`config.mk`:
```
export PLATFORM = sky130hd
export DESIGN_NAME = pulse_stretch_tx_flat
export DESIGN_NICKNAME = d
export VERILOG_FILES = /design/src/rtl/pulse_stretch_tx_pkg.sv /design/src/rtl/pulse_stretch_tx_if.sv /design/src/rtl/pulse_stretch_tx_pend_cnt.sv /design/src/rtl/pulse_stretch_tx.sv /design/src/flat_wrapper.sv
export SDC_FILE = /design/constraint.sdc
export NUM_CORES = 1
export LEC_CHECK = 0
export ABC_CLOCK_PERIOD_IN_PS = 5850
export CAP_MARGIN = 20
export CORE_UTILIZATION = 35
export CTS_BUF_LIST = sky130_fd_sc_hd__clkbuf_16
export DETAILED_ROUTE_END_ITERATION = 8
export PLACE_DENSITY = 0.62
export SYNTH_ARGS = -nofsm -noshare
export SYNTH_HDL_FRONTEND = slang
export SYNTH_SLANG_ARGS = --single-unit
```
`constraint.sdc`:
```
create_clock -name clk -period 5.85 [get_ports clk]
set_input_delay 0.585 -clock clk [delete_from_list [all_inputs] [get_ports clk]]
set_output_delay 0.585 -clock clk [all_outputs]
set_load 0.01 [all_outputs]
```
`src/rtl/pulse_stretch_tx_pkg.sv`:
```
// ============================================================================
// Module   : pulse_if_pkg
// Purpose  : Shared types and constants for the async rising-edge pulse link.
// Revision : 1.0 - initial release
// ============================================================================
`default_nettype none

package pulse_if_pkg;

    typedef enum logic [1:0] {
        IDLE = 2'd0,
        HIGH = 2'd1,
        LOW  = 2'd2
    } ptx_state_t;

    // Receiver catches pulses with a 2-flop synchronizer plus edge detector.
    localparam int MIN_SYNC_CYCLES = 2;

    function automatic int max_int(input int a, input int b);
        return (a > b) ? a : b;
    endfunction

endpackage

`default_nettype wire

```
`src/rtl/pulse_stretch_tx_if.sv`:
```
// ============================================================================
// Module   : pulse_stretch_tx_if
// Purpose  : Event/status bundle between local logic and pulse_stretch_tx.
// Revision : 1.0 - initial release
// ============================================================================
`default_nettype none

interface pulse_stretch_tx_if #(
    parameter int PEND_W = 4
) ();

    logic              evt_in;
    logic              clr_ovf;
    logic              pulse_out;
    logic              busy;
    logic [PEND_W-1:0] pending;
    logic              overflow;

    modport master (
        output evt_in,
        output clr_ovf,
        input  pulse_out,
        input  busy,
        input  pending,
        input  overflow
    );

    modport slave (
        input  evt_in,
        input  clr_ovf,
        output pulse_out,
        output busy,
        output pending,
        output overflow
    );

endinterface

`default_nettype wire

```
`src/rtl/pulse_stretch_tx_pend_cnt.sv`:
```
// ============================================================================
// Module   : ptx_pend_cnt
// Purpose  : Saturating up/down pending-event counter with sticky overflow.
// Revision : 1.0 - initial release
// ============================================================================
`default_nettype none

module ptx_pend_cnt #(
    parameter int PEND_W = 4
) (
    input  wire logic              clk,
    input  wire logic              rst,
    input  wire logic              i_inc,
    input  wire logic              i_dec,
    input  wire logic              i_clr_ovf,
    output logic      [PEND_W-1:0] o_count,
    output logic                   o_ovf
);

    localparam logic [PEND_W-1:0] C_MAX = {PEND_W{1'b1}};

    logic [PEND_W-1:0] count_q, count_d;
    logic              ovf_q,   ovf_d;
    logic              w_ovf_set;

    always_comb begin
        count_d   = count_q;
        w_ovf_set = 1'b0;
        if (i_inc && !i_dec) begin
            if (count_q == C_MAX) begin
                w_ovf_set = 1'b1;
            end else begin
                count_d = count_q + 1'b1;
            end
        end else if (i_dec && !i_inc && (count_q != '0)) begin
            count_d = count_q - 1'b1;
        end
        // A new overflow outranks a clear arriving in the same cycle.
        ovf_d = w_ovf_set | (ovf_q & ~i_clr_ovf);
    end

    always_ff @(posedge clk or posedge rst) begin
        if (rst) begin
            count_q <= '0;
            ovf_q   <= 1'b0;
        end else begin
            count_q <= count_d;
            ovf_q   <= ovf_d;
        end
    end

    assign o_count = count_q;
    assign o_ovf   = ovf_q;

endmodule

`default_nettype wire

```
`src/rtl/pulse_stretch_tx.sv`:
```
// ============================================================================
// Module   : pulse_stretch_tx
// Purpose  : Stretches event strobes into spaced, registered level pulses.
// Revision : 1.0 - initial release
// ============================================================================
`default_nettype none

module pulse_stretch_tx
    import pulse_if_pkg::*;
#(
    parameter int HIGH_CYCLES = 3,
    parameter int LOW_CYCLES  = 3,
    parameter int PEND_W      = 4
) (
    input  wire logic         clk,
    input  wire logic         rst,
    pulse_stretch_tx_if.slave bus
);

    localparam int C_TMAX = max_int(HIGH_CYCLES, LOW_CYCLES);
    localparam int C_TW   = (C_TMAX > 1) ? $clog2(C_TMAX) : 1;

    if (HIGH_CYCLES < MIN_SYNC_CYCLES) begin : g_chk_high
        $error("HIGH_CYCLES too small for the receiver synchronizer");
    end
    if (LOW_CYCLES < MIN_SYNC_CYCLES) begin : g_chk_low
        $error("LOW_CYCLES too small for the receiver synchronizer");
    end
    if (PEND_W < 1) begin : g_chk_pend
        $error("PEND_W must be at least 1");
    end
    if ($bits(bus.pending) != PEND_W) begin : g_chk_if
        $error("interface PEND_W does not match module PEND_W");
    end

    ptx_state_t        state_q, state_d;
    logic [C_TW-1:0]   timer_q, timer_d;
    logic              pulse_out_q, pulse_out_d;

    logic [PEND_W-1:0] w_pending;
    logic              w_overflow;
    logic              w_pend_nz;
    logic              w_exit_low;
    logic              w_can_start;
    logic              w_start;
    logic              w_inc;
    logic              w_dec;

    assign w_pend_nz   = (w_pending != '0);
    assign w_exit_low  = (state_q == LOW) && (timer_q == C_TW'(LOW_CYCLES - 1));
    assign w_can_start = (state_q == IDLE) || w_exit_low;
    assign w_start     = w_can_start && (bus.evt_in || w_pend_nz);
    // Queued events go first; an event only bypasses the queue when it is empty.
    assign w_dec       = w_can_start && w_pend_nz;
    assign w_inc       = bus.evt_in && !(w_can_start && !w_pend_nz);

    ptx_pend_cnt #(
        .PEND_W (PEND_W)
    ) u_pend_cnt (
        .clk       (clk),
        .rst       (rst),
        .i_inc     (w_inc),
        .i_dec     (w_dec),
        .i_clr_ovf (bus.clr_ovf),
        .o_count   (w_pending),
        .o_ovf     (w_overflow)
    );

    always_ff @(posedge clk or posedge rst) begin
        if (rst) begin
            state_q     <= IDLE;
            timer_q     <= '0;
            pulse_out_q <= 1'b0;
        end else begin
            state_q     <= state_d;
            timer_q     <= timer_d;
            pulse_out_q <= pulse_out_d;
        end
    end

    always_comb begin
        state_d = state_q;
        timer_d = timer_q;
        case (state_q)
            IDLE: begin
                if (w_start) begin
                    state_d = HIGH;
                    timer_d = '0;
                end
            end
            HIGH: begin
                if (timer_q == C_TW'(HIGH_CYCLES - 1)) begin
                    state_d = LOW;
                    timer_d = '0;
                end else begin
                    timer_d = timer_q + C_TW'(1);
                end
            end
            LOW: begin
                if (w_exit_low) begin
                    state_d = w_start ? HIGH : IDLE;
                    timer_d = '0;
                end else begin
                    timer_d = timer_q + C_TW'(1);
                end
            end
            default: begin
                state_d = IDLE;
                timer_d = '0;
            end
        endcase
    end

    // Registered from the next state so pulse_out has no path from evt_in.
    always_comb begin
        pulse_out_d = (state_d == HIGH);
    end

    assign bus.pulse_out = pulse_out_q;
    assign bus.busy      = (state_q != IDLE) || w_pend_nz;
    assign bus.pending   = w_pending;
    assign bus.overflow  = w_overflow;

endmodule

`default_nettype wire

```
`src/flat_wrapper.sv`:
```
// flat-port wrapper written by rule: the top's interface ports become plain ports
module pulse_stretch_tx_flat import pulse_if_pkg::*;
#(
    parameter int HIGH_CYCLES = 3,
    parameter int LOW_CYCLES  = 3,
    parameter int PEND_W      = 4
)
  (clk, rst, bus_evt_in, bus_clr_ovf, bus_pulse_out, bus_busy, bus_pending, bus_overflow);
  pulse_stretch_tx_if #(.PEND_W(PEND_W)) bus_i ();
  input  wire logic clk;
  input  wire logic rst;
  input wire logic [$bits(bus_i.evt_in)-1:0] bus_evt_in;
  input wire logic [$bits(bus_i.clr_ovf)-1:0] bus_clr_ovf;
  output wire logic [$bits(bus_i.pulse_out)-1:0] bus_pulse_out;
  output wire logic [$bits(bus_i.busy)-1:0] bus_busy;
  output wire logic [$bits(bus_i.pending)-1:0] bus_pending;
  output wire logic [$bits(bus_i.overflow)-1:0] bus_overflow;
  assign bus_i.evt_in = bus_evt_in;
  assign bus_i.clr_ovf = bus_clr_ovf;
  assign bus_pulse_out = bus_i.pulse_out;
  assign bus_busy = bus_i.busy;
  assign bus_pending = bus_i.pending;
  assign bus_overflow = bus_i.overflow;
  pulse_stretch_tx #(.HIGH_CYCLES(HIGH_CYCLES), .LOW_CYCLES(LOW_CYCLES), .PEND_W(PEND_W)) u_core (.clk(clk), .rst(rst), .bus(bus_i));
endmodule
```
* Word-level counts from Yosys, hierarchy flattened
Cells that the tools add are included.
Storage, ports and cells: input bits 4, word-level logic and storage cells 52, bits in registers 10
Cells by class: eq/ne operators 7, bitwise logic cells 3, mux-type cells 14, $add $sub $neg 3, reductions and logical operators 20
Operators by type and width (number):
- 2-bit two-way mux | 6
- 4-bit two-way mux | 3
- 2-bit case mux with 3 select lines | 2
- 1-bit logical AND | 8
- 4-bit by 1-bit adder with 4-bit output, second input constant | 1
- 2-bit by 1-bit == test with 1-bit output, second input constant | 2
- 2-bit == test, second input constant | 2
- 4-bit == test, second input constant | 1
- 1-bit zero test | 4
- 2-bit nonzero test | 2
- 4-bit nonzero test | 1
- 4-bit by 1-bit subtractor with 4-bit output, second input constant | 1
- 1-bit logical OR | 3
- 1-bit two-way mux | 3
- 2-bit by 1-bit adder with 2-bit output, second input constant | 1
- 2-bit zero test | 1
- 2-bit by 1-bit inequality test with 1-bit output, second input constant | 1
- 2-bit inequality test, second input constant | 1
- 2-bit AND reduction | 1
- 1-bit AND | 1
- 1-bit inverter | 1
- 1-bit bitwise OR | 1

* Longest topological paths before layout
Gate-level depths: netlist of run 1.
depth in word-level cells 11, depth in mapped cells 8, depth with buffers taken out 8

* Modules after synthesis
From an unflattened synthesis of run 1, not the netlist that was laid out.
Unflattened totals: cells, all modules 70, area, all modules 737.0 um^2
Modules (own cells, without submodules):
- pulse_stretch_tx | instances 1, area an instance 424.2 um^2, cells each 45
- ptx_pend_cnt | instances 1, area an instance 312.8 um^2, cells each 25

* Least setup slack after synthesis of run 1
OpenSTA, ideal clock, no wires.
kind flip-flop to flip-flop, start register u_core.state_q[0], end register u_core.u_pend_cnt.count_q[3], in the netlist u_core.u_pend_cnt.o_count[3], cell stages (with the launch flop) 9, setup slack 3.732 ns, buffers on the path 0, arrival time 1.980 ns, required time 5.712 ns, cell sequence dfrtp_1 -> inv_1 -> ha_1 -> a21oi_1 -> nand2_1 -> ha_1 -> a21o_2 -> a21oi_1 -> mux4_2
Between the ends: longest elaborated chain between the ends 11
Ends and longest elaborated chain:
- from (decl) | RTL line pulse_stretch_tx.sv:36 | ptx_state_t state_q, state_d;
- from (signal assigned) | RTL line pulse_stretch_tx.sv:75 | state_q <= state_d;
- 2-bit == test | RTL line pulse_stretch_tx.sv:50 | assign w_exit_low = (state_q == LOW) && (timer_q == C_TW'(LOW_CYCLES - 1));
- 1-bit logical AND | RTL line pulse_stretch_tx.sv:50
- 1-bit logical OR (*) | RTL line pulse_stretch_tx.sv:51 | assign w_can_start = (state_q == IDLE) || w_exit_low;
- 1-bit logical AND | RTL line pulse_stretch_tx.sv:55 | assign w_inc = bus.evt_in && !(w_can_start && !w_pend_nz);
- 1-bit zero test | RTL line pulse_stretch_tx.sv:55
- 1-bit logical AND | RTL line pulse_stretch_tx.sv:55
- 1-bit zero test | RTL line pulse_stretch_tx_pend_cnt.sv:35 | end else if (i_dec && !i_inc && (count_q != '0)) begin
- 1-bit logical AND (2 in series) | RTL line pulse_stretch_tx_pend_cnt.sv:35
- 2-bit nonzero test (no source line)
- 2-bit AND reduction (no source line)
- to (signal assigned) | RTL line pulse_stretch_tx_pend_cnt.sv:47 | count_q <= count_d;
- to (decl) | RTL line pulse_stretch_tx_pend_cnt.sv:22 | logic [PEND_W-1:0] count_q, count_d;
Every way passes the cells marked *; elsewhere a longest branch is shown, timed or not. A chain may end at the register's enable or synchronous reset.

* Worst setup path after layout of run 1
Ends and elaborated chain as after synthesis.

==> results_tabular.tex, run 1 <==
\begin{tabular}{lr}
\hline
Metric & Value \\
\hline
\multicolumn{2}{l}{\textbf{Die}} \\
Effective utilization at floorplan & 0.3832 \\
Height of the chip & 46.18 um \\
Rows & 15 \\
Horiz. Die Dim & 46.18 um \\
Core outline area & 1783 sq um \\
Area enclosed by the die boundary & 2133 sq um \\
I/O pin cnt & 11 \\
\multicolumn{2}{l}{\textbf{Timing}} \\
Worst slew margin relative to its limit & 0.7470 \\
Peak Freq & 0.4136 GHz \\
Number of pins with negative max-slew slack in the final report & 0 \\
Clock skew & 2.171 ps \\
Number of setup violations in the final report & 0 \\
Final period util & 0.4133 \\
Unrepaired setup endpoints after global routing & false \\
Clock period minus final worst setup slack & 2418 ps \\
Hold WS & 536.0 ps \\
Fin. Hold Viols & 0 \\
Setup TNS & 0 ps \\
Measured slew at the worst slew-check pin & 379.4 ps \\
\multicolumn{2}{l}{\textbf{Clock tree}} \\
CTS resizes & 0 \\
TritonCTS sink count & 10 \\
H-tree lvl count & 1 \\
Number of buffers on the longest clock path & 2 \\
Clock-pin slew on the worst setup and hold paths & 40 ps \\
TritonCTS Buffers & 3 \\
Clk root buf & clkbuf\_16 \\
Cts hold-fix bufs & 0 \\
Setup bufs post-CTS & 0 \\
Worst skew pair latency & 240 ps \\
Clock tree from TritonCTS & yes \\
\multicolumn{2}{l}{\textbf{Global route}} \\
Global-route wire length before repair & 2049 um \\
Number of antenna violations at the first check in global routing & 0 \\
Largest net degree at the start of global routing & 11 \\
Total grt overflow & 0 \\
Vias in the first global route & 446 \\
Total routing usage reported by global routing & 0.1532 \\
\multicolumn{2}{l}{\textbf{Worst setup path}} \\
Worst path arrival time & 2520 ps \\
Startpoint type of the worst setup path & flop \\
Max stage delay on crit path & 390 ps \\
Required time at the endpoint of the critical path & 5950 ps \\
CP startpoint & u\_core.state\_q[0]\$\_DFF\_PP0\_ \\
Buf+Inv Stages, Crit Path & 1 \\
Element type at the critical path end & flop \\
Setup slack of the most critical reg-to-reg path & 3430 ps \\
Worst reg2reg path startpoint & u\_core.state\_q[0]\$\_DFF\_PP0\_ \\
Crit-path leading delay family & compound AO/OA/AOI/OAI gates \\
Sequence of cells on the critical path & inv\_1 -> ha\_1 -> a21oi\_1 -> nand2\_1 -> ha\_1 -> a21o\_2 -> a21oi\_1 -> mux4\_2 \\
Largest driver fanout on the critical path & 5 \\
Cell with the largest stage delay on the worst path & dfrtp\_1 \\
Classification of the worst setup path & flop to flop \\
\multicolumn{2}{l}{\textbf{Hold path}} \\
Hold Crit Class & flop to flop \\
Start point of the worst min-delay path & u\_core.u\_pend\_cnt.o\_ovf\$\_DFF\_PP0\_ \\
\multicolumn{2}{l}{\textbf{Finish}} \\
P\&R area growth vs syn & 30.77\% \\
Post-Layout Inst Area & 893.4 sq um \\
Highest-count cells in the layout ignoring fill and taps & clkdlybuf4s50\_1 (10), dfrtp\_1 (10), ha\_1 (9) \\
Final net count & 90 \\
Proportion of layout cells with a drive suffix above 1 & 0.2133 \\
Ant diodes & 0 \\
\multicolumn{2}{l}{\textbf{Drt}} \\
Per-cell routed wire length & 12.26 um \\
ANT nets after route & 0 \\
Post-route DRC & 0 \\
Via count & 472 \\
First-pass DRT Iterations & 4 \\
Vias per cell & 4.720 \\
Total wire length after detailed routing & 1226 um \\
Drt initial violations & 5 \\
\multicolumn{2}{l}{\textbf{Synth}} \\
Share of synthesized flip-flops with an asynchronous set or reset & 1.000 \\
Number of unique standard cell types used by synthesis & 26 \\
Flip-flop cell with the highest count after synthesis & dfrtp\_1 \\
Syn. warnings & 0 \\
Instance count of the mapped netlist & 61 \\
Proportion of synthesized chip area in sequential cells & 0.3663 \\
Post-synthesis net count & 75 \\
Number of register bits inferred by synthesis & 10 \\
Largest cells by area after synthesis & dfrtp\_1 (37\%), ha\_1 (16\%), inv\_1 (4.4\%) \\
Cell type contributing the most total cell area after synthesis & dfrtp\_1 \\
Syn\_area\_per\_cell & 11.20 sq um \\
Post-synthesis instance area & 683.2 sq um \\
Top cell type's share of synthesized area & 0.3663 \\
Number of flops mapped to enable cells by yosys & 0 \\
\multicolumn{2}{l}{\textbf{Placed design}} \\
Final weighted congestion in routability-driven placement & 0.8536 \\
Sum of net half-perimeters after detailed placement & 948.6 um \\
Input/output buffers & 10 \\
Post-DP Area & 814.5 sq um \\
\multicolumn{2}{l}{\textbf{Pwr}} \\
Maximum vdd ir drop & 244.2 uV \\
Leak pwr & 0.3984 nW \\
Power density relative to cell area & 601.0 nW/um\^{}2 \\
\multicolumn{2}{l}{\textbf{Run status}} \\
Run status & complete, no violations \\
\multicolumn{2}{l}{\textbf{Job}} \\
Count of max-cap constraint violations & 0 \\
\hline
\end{tabular}
==> cells by family (layout without fill, tap and decap cells) <==
logic type | after synthesis | in the layout | synth area share
and+or+nand+nor | 14 | 14 | 0.1539
xor gates and xnor gates | 2 | 2 | 0.02565
buffers and inverters | 8 | 22 | 0.04396
DFF | 10 | 10 | 0.3663
adders and majority gates | 10 | 10 | 0.1941
muxes | 3 | 3 | 0.06593
AOI/OAI and AO/OA | 14 | 14 | 0.1502
==> state kept, by name, indices dropped and copies added, names as in the netlist <==
register	count
u_core.u_pend_cnt.o_count	4
u_core.state_q	2
u_core.timer_q	2
u_core.u_pend_cnt.o_ovf	1
u_core.bus.pulse_out	1
==> layout make-up <==
class | instances | area, sq um
Fill cell | 160 | 889.6
Multi-Input combinational cell | 43 | 402.9
Sequential cell | 10 | 250.2
Timing Repair Buffer | 10 | 100.1
Clock buffer | 3 | 75.07
Tap cell | 25 | 31.28
Inverter | 8 | 30.03
Clock inverter | 1 | 3.754
==> worst min-delay path: stages, from the launching register on <==
cell and delay (ps):
dfrtp_1 360, inv_1 50, o22ai_1 80
==> metal layers <==
| metal | share of wire | wire length [um] | GRT usage |
|---|---|---|---|
| met2 | 0.45 | 557 | 0.2197 |
| met4 | 0.034 | 42 | 0.1412 |
| met3 | 0.040 | 49 | 0.04706 |
| met1 | 0.47 | 576 | 0.1796 |
| met5 | 0 | 0 | 0 |
==> final timing paths <==
path | end | cells past startpoint
hold / removal | u_core.u_pend_cnt.o_ovf$_DFF_PP0_ | 2
max in group asynchronous | u_core.state_q[0]$_DFF_PP0_ | 2
setup / recovery | u_core.u_pend_cnt.o_count[3]$_DFFE_PP0P_ | 8
setup reg to reg | u_core.u_pend_cnt.o_count[3]$_DFFE_PP0P_ | 8
min in group asynchronous | u_core.u_pend_cnt.o_count[0]$_DFFE_PP0P_ | 2
hold reg to reg | u_core.u_pend_cnt.o_ovf$_DFF_PP0_ | 2
==> cell usage after synthesis (2+ instances only) <==
master	instances
ha_1	9
nor3_1	2
xor2_1	2
nor2_1	2
inv_1	8
dfrtp_1	10
a22o_2	2
a21o_2	2
mux2_2	2
nand2_1	2
a22oi_1	2
a21oi_1	4
==> metrics by stage <==
stage / worst slack (ps) / utilization / power, mW / std cells
2_1_floorplan: 3732 / - / 0.3344 / 61
6_report: 3432 / 0.5011 / 0.5369 / 100
3_5_place_dp: 3422 / 0.4568 / 0.4205 / 96
3_3_place_gp: 3499 / 0.4568 / 0.4145 / 96
5_1_grt: 3272 / 0.5011 / 0.5815 / 100
4_1_cts: 3444 / 0.5011 / 0.5430 / 100
==> power breakdown <==
part	total, mW	internal (mW)	switching, mW
clock	0.120	0.0894	0.0303
combinational	0.269	0.151	0.118
sequential	0.148	0.103	0.0451
(Power assumes the default switching activity.)
==> run 2, diff against run 1 <==
- ABC_CLOCK_PERIOD_IN_PS: 5850 -> 2100
- PLACE_DENSITY: 0.62 -> 0.64
- clock period: 5.85 -> 2.1 ns (I/O delays scaled with it)
==> results_tabular.tex, run 2 (same netlist as run 1, synthesis figures left out) <==
\begin{tabular}{lr}
\hline
Metric & Value \\
\hline
\multicolumn{2}{l}{\textbf{Pwr}} \\
Maximum vdd ir drop & 823.8 uV (+240\%) \\
Power density relative to cell area & 1674 nW/um\^{}2 (+180\%) \\
Leak pwr & 0.4280 nW (+7.4\%) \\
\multicolumn{2}{l}{\textbf{Global route}} \\
Total grt overflow & 0 (unchanged) \\
Most crowded layer after global routing & met2 \\
Vias in the first global route & 520 (+17\%) \\
Met1 track demand over resource in global routing & 0.1715 (-0.008114) \\
Global-route wire length before repair & 2194 um (+7.1\%) \\
Number of antenna violations at the first check in global routing & 0 (unchanged) \\
Largest net degree at the start of global routing & 11 (unchanged) \\
Met3 track demand over resource & 0.04706 (unchanged) \\
Met2 demand-to-capacity share in global routing & 0.2563 (+0.03662) \\
Total routing usage reported by global routing & 0.1611 (+0.007887) \\
\multicolumn{2}{l}{\textbf{Placed design}} \\
Final weighted congestion in routability-driven placement & 0.8010 (-6.2\%) \\
Input/output buffers & 10 (unchanged) \\
Placed cell count & 101 (+5.2\%) \\
Sum of net half-perimeters after detailed placement & 1006 um (+6.0\%) \\
Post-DP Area & 855.8 sq um (+5.1\%) \\
\multicolumn{2}{l}{\textbf{Die}} \\
Core outline area & 1783 sq um (unchanged) \\
Area enclosed by the die boundary & 2133 sq um (unchanged) \\
I/O pin cnt & 11 (unchanged) \\
Rows & 15 (unchanged) \\
Effective utilization at floorplan & 0.3832 (unchanged) \\
Height of the chip & 46.18 um (unchanged) \\
Horiz. Die Dim & 46.18 um (unchanged) \\
\multicolumn{2}{l}{\textbf{Timing}} \\
Measured slew at the worst slew-check pin & 381.5 ps (+2.113 ps) \\
Clock skew & 1.683 ps (-0.4881 ps) \\
Fin. Hold Viols & 0 (unchanged) \\
Number of setup violations in the final report & 0 (unchanged) \\
Number of pins with negative max-slew slack in the final report & 0 (unchanged) \\
Hold WS & 256.1 ps (-279.9 ps) \\
Peak Freq & 0.4930 GHz (+19\%) \\
Final period util & 0.9658 (+0.5526) \\
Worst slew margin relative to its limit & 0.7454 (-0.001689) \\
Clock period minus final worst setup slack & 2028 ps (-389.4 ps) \\
Setup TNS & 0 ps (unchanged) \\
\multicolumn{2}{l}{\textbf{Finish}} \\
Ant diodes & 0 (unchanged) \\
Post-Layout Inst Area & 967.2 sq um (+8.3\%) \\
Proportion of layout cells with a drive suffix above 1 & 0.3580 (+0.1447) \\
Finished Layout Cells & 106 (+6.0\%) \\
P\&R area growth vs syn & 41.58\% \\
Count of fill cells added during filler insertion & 157 (-1.9\%) \\
Max FFs per register & 4 (unchanged) \\
End-of-flow core utilization & 0.5425 (+0.04140) \\
Final net count & 97 (+7.8\%) \\
Highest-count cells in the layout ignoring fill and taps & clkdlybuf4s50\_1 (10), dfrtp\_1 (10), inv\_1 (8) \\
\multicolumn{2}{l}{\textbf{Worst setup path}} \\
Sequence of cells on the critical path & inv\_1 -> ha\_2 -> a21oi\_4 -> nand2\_2 -> buf\_4 -> fa\_1 -> xor2\_1 -> mux2\_2 \\
Setup slack of the most critical reg-to-reg path & 70 ps (-3360 ps) \\
Classification of the worst setup path & flop to flop \\
R2R Path End & u\_core.u\_pend\_cnt.o\_count[2]\$\_DFFE\_PP0P\_ \\
Cell with the largest stage delay on the worst path & dfrtp\_1 \\
Worst reg2reg path startpoint & u\_core.state\_q[1]\$\_DFF\_PP0\_ \\
Largest driver fanout on the critical path & 4 (-1) \\
Startpoint type of the worst setup path & flop \\
Max stage delay on crit path & 410 ps (+20 ps) \\
Worst path arrival time & 2140 ps (-380 ps) \\
Required time at the endpoint of the critical path & 2220 ps (-3730 ps) \\
Worst reg-to-reg path cell count & 8 (unchanged) \\
Element type at the critical path end & flop \\
\multicolumn{2}{l}{\textbf{Clock tree}} \\
TritonCTS Buffers & 3 (unchanged) \\
Clk root buf & clkbuf\_16 \\
Worst skew pair latency & 230 ps (about the same) \\
TritonCTS sink count & 10 (unchanged) \\
H-tree lvl count & 1 (unchanged) \\
Clock tree from TritonCTS & yes \\
Number of buffers on the longest clock path & 2 (unchanged) \\
Clock-pin slew on the worst setup and hold paths & 40 ps (about the same) \\
\multicolumn{2}{l}{\textbf{Drt}} \\
Drt initial violations & 2 (-3) \\
Per-cell routed wire length & 13.00 um (+6.0\%) \\
Post-route DRC & 0 (unchanged) \\
Vias per cell & 4.877 (+3.3\%) \\
Via count & 517 (+9.5\%) \\
Total wire length after detailed routing & 1378 um (+12\%) \\
First-pass DRT Iterations & 4 (unchanged) \\
ANT nets after route & 0 (unchanged) \\
\multicolumn{2}{l}{\textbf{Job}} \\
Count of max-cap constraint violations & 0 (unchanged) \\
\multicolumn{2}{l}{\textbf{Hold path}} \\
Hold Crit Class & input port to asynchronous set/reset pin \\
\multicolumn{2}{l}{\textbf{Run status}} \\
Run status & complete, no violations \\
\hline
\end{tabular}
-- run 2: cell count changes in the layout (fill, tap and decap cells not counted), sizes merged --
cell,change
clkinv,-1
buf,+7
-- run 2: what timing repair did --
item	in CTS	in global routing
endpoints found under the setup margin	1	2
gates resized for setup	1	5
setup buffers	0	2
hold buffers	0	0
pin swaps	0	1
-- run 2: worst max-delay path by stage --
stage	from	end	depth (start not counted)
4_1_cts	u_core.state_q[1]$_DFF_PP0_	u_core.u_pend_cnt.o_count[2]$_DFFE_PP0P_	7
5_1_grt	u_core.state_q[1]$_DFF_PP0_	u_core.u_pend_cnt.o_count[2]$_DFFE_PP0P_	8
2_1_floorplan	u_core.state_q[0]$_DFF_PP0_	u_core.u_pend_cnt.o_count[3]$_DFFE_PP0P_	8
3_5_place_dp	u_core.state_q[1]$_DFF_PP0_	u_core.u_pend_cnt.o_count[2]$_DFFE_PP0P_	7
6_report	u_core.state_q[1]$_DFF_PP0_	u_core.u_pend_cnt.o_count[2]$_DFFE_PP0P_	8
3_3_place_gp	u_core.state_q[0]$_DFF_PP0_	u_core.u_pend_cnt.o_count[2]$_DFFE_PP0P_	8
-- run 2: per-stage QoR --
stage	setup WS, ps	power, mW
6_report	71.76	1.619
5_1_grt	-33.78	1.750
2_1_floorplan	66.69	0.9382
3_3_place_gp	63.51	1.203
4_1_cts	35.50	1.576
3_5_place_dp	26.90	1.229
-- run 2: area by class of cell --
type                       count  area (sq um)  area share
clock buffer                   3         75.07     0.07762
inverter                       8         30.03     0.03105
multi-input combinational     43         427.9      0.4424
sequential                    10         250.2      0.2587
tap                           25         31.28     0.03234
timing repair buffer          17         152.6      0.1578
-- run 2: per-layer routing --
metal,routed length (um),vias to the layer above
met5,0,-
met4,46,0
met3,52,4
met2,685,11
met1,592,247
li1,-,255
-- run 2: power breakdown --
group / internal, mW / switching (mW)
Clock: 0.246 / 0.0771
Sequential: 0.286 / 0.116
Combinational: 0.516 / 0.378
Total: 1.05 / 0.570
-- run 2: worst max-delay path: cells and delay by family (launching register included) --
kind	cells	cell delay [ps]
XOR/XNOR	1	160
flip-flops	1	410
adder cells (fa/ha/maj)	2	570
multiplexers	1	250
buffers and inverters	2	240
AND/OR/NAND/NOR	1	80
AO/OA/AOI/OAI	1	180
==> run 3, diff against run 2 <==
- CORE_MARGIN: default -> 5
==> results_tabular.tex, run 3 (same netlist as run 1, synthesis figures left out) <==
\begin{tabular}{lr}
\hline
Metric & Value \\
\hline
\multicolumn{2}{l}{\textbf{Pwr}} \\
Share of total power in combinational logic & 0.521 (-0.031) \\
Maximum vdd ir drop & 978.2 uV (+19\%) \\
Power density relative to cell area & 1664 nW/um\^{}2 (-0.60\%) \\
Net switching fraction of the power & 0.3558 (+0.003355) \\
Part of the total power dissipated in the clock network & 0.216 (+0.017) \\
Design internal power & 0.9963 mW (-5.0\%) \\
Switch Pwr & 0.5502 mW (-3.6\%) \\
Leak pwr & 0.4074 nW (-4.8\%) \\
Sequential share of power & 0.262 (+0.014) \\
Total power of the final layout & 1.546 mW (-4.5\%) \\
\multicolumn{2}{l}{\textbf{Finish}} \\
P\&R area growth vs syn & 36.08\% \\
Finished Layout Cells & 105 (-0.94\%) \\
Proportion of layout cells with a drive suffix above 1 & 0.2949 (-0.06315) \\
Max FFs per register & 4 (unchanged) \\
End-of-flow core utilization & 0.4888 (-0.05364) \\
Final net count & 93 (-4.1\%) \\
Ant diodes & 0 (unchanged) \\
Count of fill cells added during filler insertion & 173 (+10\%) \\
Post-Layout Inst Area & 929.6 sq um (-3.9\%) \\
Highest-count cells in the layout ignoring fill and taps & clkdlybuf4s50\_1 (10), dfrtp\_1 (10), inv\_1 (8) \\
\multicolumn{2}{l}{\textbf{Clock tree}} \\
Clock-pin slew on the worst setup and hold paths & 40 ps (about the same) \\
Clk root buf & clkbuf\_16 \\
Clock tree from TritonCTS & yes \\
H-tree lvl count & 1 (unchanged) \\
Worst skew pair latency & 240 ps (about the same) \\
TritonCTS Buffers & 3 (unchanged) \\
Cts hold-fix bufs & 0 (unchanged) \\
TritonCTS sink count & 10 (unchanged) \\
Setup bufs post-CTS & 0 (unchanged) \\
Number of buffers on the longest clock path & 2 (unchanged) \\
\multicolumn{2}{l}{\textbf{Global route}} \\
Number of antenna violations at the first check in global routing & 0 (unchanged) \\
Total grt overflow & 0 (unchanged) \\
Largest net degree at the start of global routing & 11 (unchanged) \\
Total routing usage reported by global routing & 0.1126 (-0.04854) \\
Global-route wire length before repair & 2297 um (+4.7\%) \\
Vias in the first global route & 515 (-0.96\%) \\
\multicolumn{2}{l}{\textbf{Placed design}} \\
Input/output buffers & 10 (unchanged) \\
Post-DP Area & 843.3 sq um (-1.5\%) \\
Final weighted congestion in routability-driven placement & 0.7270 (-9.2\%) \\
Placed cell count & 101 (unchanged) \\
Sum of net half-perimeters after detailed placement & 1051 um (+4.5\%) \\
Pre-CTS setup slack & 72.94 ps (+46.04 ps) \\
\multicolumn{2}{l}{\textbf{Drt}} \\
Drt initial violations & 8 (+6) \\
Total wire length after detailed routing & 1320 um (-4.2\%) \\
Via count & 499 (-3.5\%) \\
ANT nets after route & 0 (unchanged) \\
Vias per cell & 4.752 (-2.6\%) \\
Post-route DRC & 0 (unchanged) \\
First-pass DRT Iterations & 4 (unchanged) \\
Per-cell routed wire length & 12.57 um (-3.3\%) \\
\multicolumn{2}{l}{\textbf{Worst setup path}} \\
Worst path arrival time & 2070 ps (-70 ps) \\
Startpoint type of the worst setup path & flop \\
Largest driver fanout on the critical path & 4 (unchanged) \\
Sequence of cells on the critical path & inv\_1 -> ha\_2 -> a21oi\_2 -> nand2\_1 -> ha\_1 -> a21o\_2 -> a21oi\_1 -> mux4\_2 \\
Cell with the largest stage delay on the worst path & dfrtp\_1 \\
Max stage delay on crit path & 390 ps (-20 ps) \\
Element type at the critical path end & flop \\
Required time at the endpoint of the critical path & 2200 ps (-20 ps) \\
Classification of the worst setup path & flop to flop \\
\multicolumn{2}{l}{\textbf{Timing}} \\
Hold WS & 256.7 ps (+0.5980 ps) \\
Measured slew at the worst slew-check pin & 393.3 ps (+11.73 ps) \\
Post-route setup slack & 138.9 ps (+67.13 ps) \\
Number of pins with negative max-slew slack in the final report & 0 (unchanged) \\
Fin. Hold Viols & 0 (unchanged) \\
Setup TNS & 0 ps (unchanged) \\
Clock skew & 4.745 ps (+3.062 ps) \\
Number of setup violations in the final report & 0 (unchanged) \\
Clock period minus final worst setup slack & 1961 ps (-67.13 ps) \\
Worst slew margin relative to its limit & 0.7375 (-0.007827) \\
Final period util & 0.9339 (-0.03197) \\
Peak Freq & 0.5099 GHz (+3.4\%) \\
Unrepaired setup endpoints after global routing & false \\
\multicolumn{2}{l}{\textbf{Die}} \\
Area enclosed by the die boundary & 2935 sq um (+38\%) \\
Horiz. Die Dim & 54.18 um (+17\%) \\
Core outline area & 1902 sq um (+6.7\%) \\
I/O pin cnt & 11 (unchanged) \\
Effective utilization at floorplan & 0.3592 (-0.02395) \\
Height of the chip & 54.18 um (+17\%) \\
Rows & 16 (+1) \\
\multicolumn{2}{l}{\textbf{Hold path}} \\
Hold Crit Class & input port to asynchronous set/reset pin \\
\multicolumn{2}{l}{\textbf{Job}} \\
Count of max-cap constraint violations & 0 (unchanged) \\
\multicolumn{2}{l}{\textbf{Run status}} \\
Run status & complete, no violations \\
\hline
\end{tabular}
## run 3: changes by cell type in the layout (fill, tap and decap cells not counted), sizes merged
cell | before | now
buf | 7 | 3
clkinv | 0 | 1
## run 3: layer usage
| layer | track usage | vias to the layer above | wire, um |
|---|---|---|---|
| met4 | 0.03734 | 0 | 6 |
| met1 | 0.1221 | 238 | 531 |
| met3 | 0.05263 | 2 | 97 |
| met2 | 0.1912 | 10 | 685 |
| li1 | - | 249 | - |
| met5 | 0 | - | 0 |
## run 3: worst max-delay path, delay by kind of cell, from the launching register on
kind / cells / cell delay [ps]
compound gates: 3 / 490
fa+ha+maj: 2 / 470
buf+inv: 1 / 80
flops: 1 / 390
mux: 1 / 310
simple gates: 1 / 90
## run 3: worst paths after layout
kind,start,end,slack (ps),depth (start not counted)
min in group clk,u_core.u_pend_cnt.o_ovf$_DFF_PP0_,u_core.u_pend_cnt.o_ovf$_DFF_PP0_,530,2
min,rst,u_core.u_pend_cnt.o_count[2]$_DFFE_PP0P_,260,2
max,u_core.state_q[1]$_DFF_PP0_,u_core.u_pend_cnt.o_count[3]$_DFFE_PP0P_,140,8
max in group asynchronous,rst,u_core.timer_q[0]$_DFFE_PP0P_,1560,2
min reg2reg,u_core.u_pend_cnt.o_ovf$_DFF_PP0_,u_core.u_pend_cnt.o_ovf$_DFF_PP0_,530,2
max reg2reg,u_core.state_q[1]$_DFF_PP0_,u_core.u_pend_cnt.o_count[3]$_DFFE_PP0P_,140,8
## run 3: repair_timing
item | CTS | global route
hold endpoints to repair | 0 | 0
endpoints found under the setup margin | 0 | 1
gates resized for setup | 0 | 3
## run 3: final cells by class
class / instances / area, sq um / area share
clock inverters: 1 / 3.754 / 0.004038
inverters: 8 / 30.03 / 0.03230
flip-flops and latches: 10 / 250.2 / 0.2692
multi-input cells: 43 / 414.1 / 0.4455
repair buffers: 13 / 122.6 / 0.1319
well taps: 27 / 33.78 / 0.03634
clock buffers: 3 / 75.07 / 0.08075
## run 3: power by group through the flow
stage	sequential, mW	combinational (mW)	clock [mW]
final	0.406	0.806	0.335
after CTS	0.408	0.809	0.345
after global routing	0.422	0.908	0.365
after detailed placement	0.409	0.806	0
after floorplan	0.416	0.522	0
after global placement	0.408	0.786	0
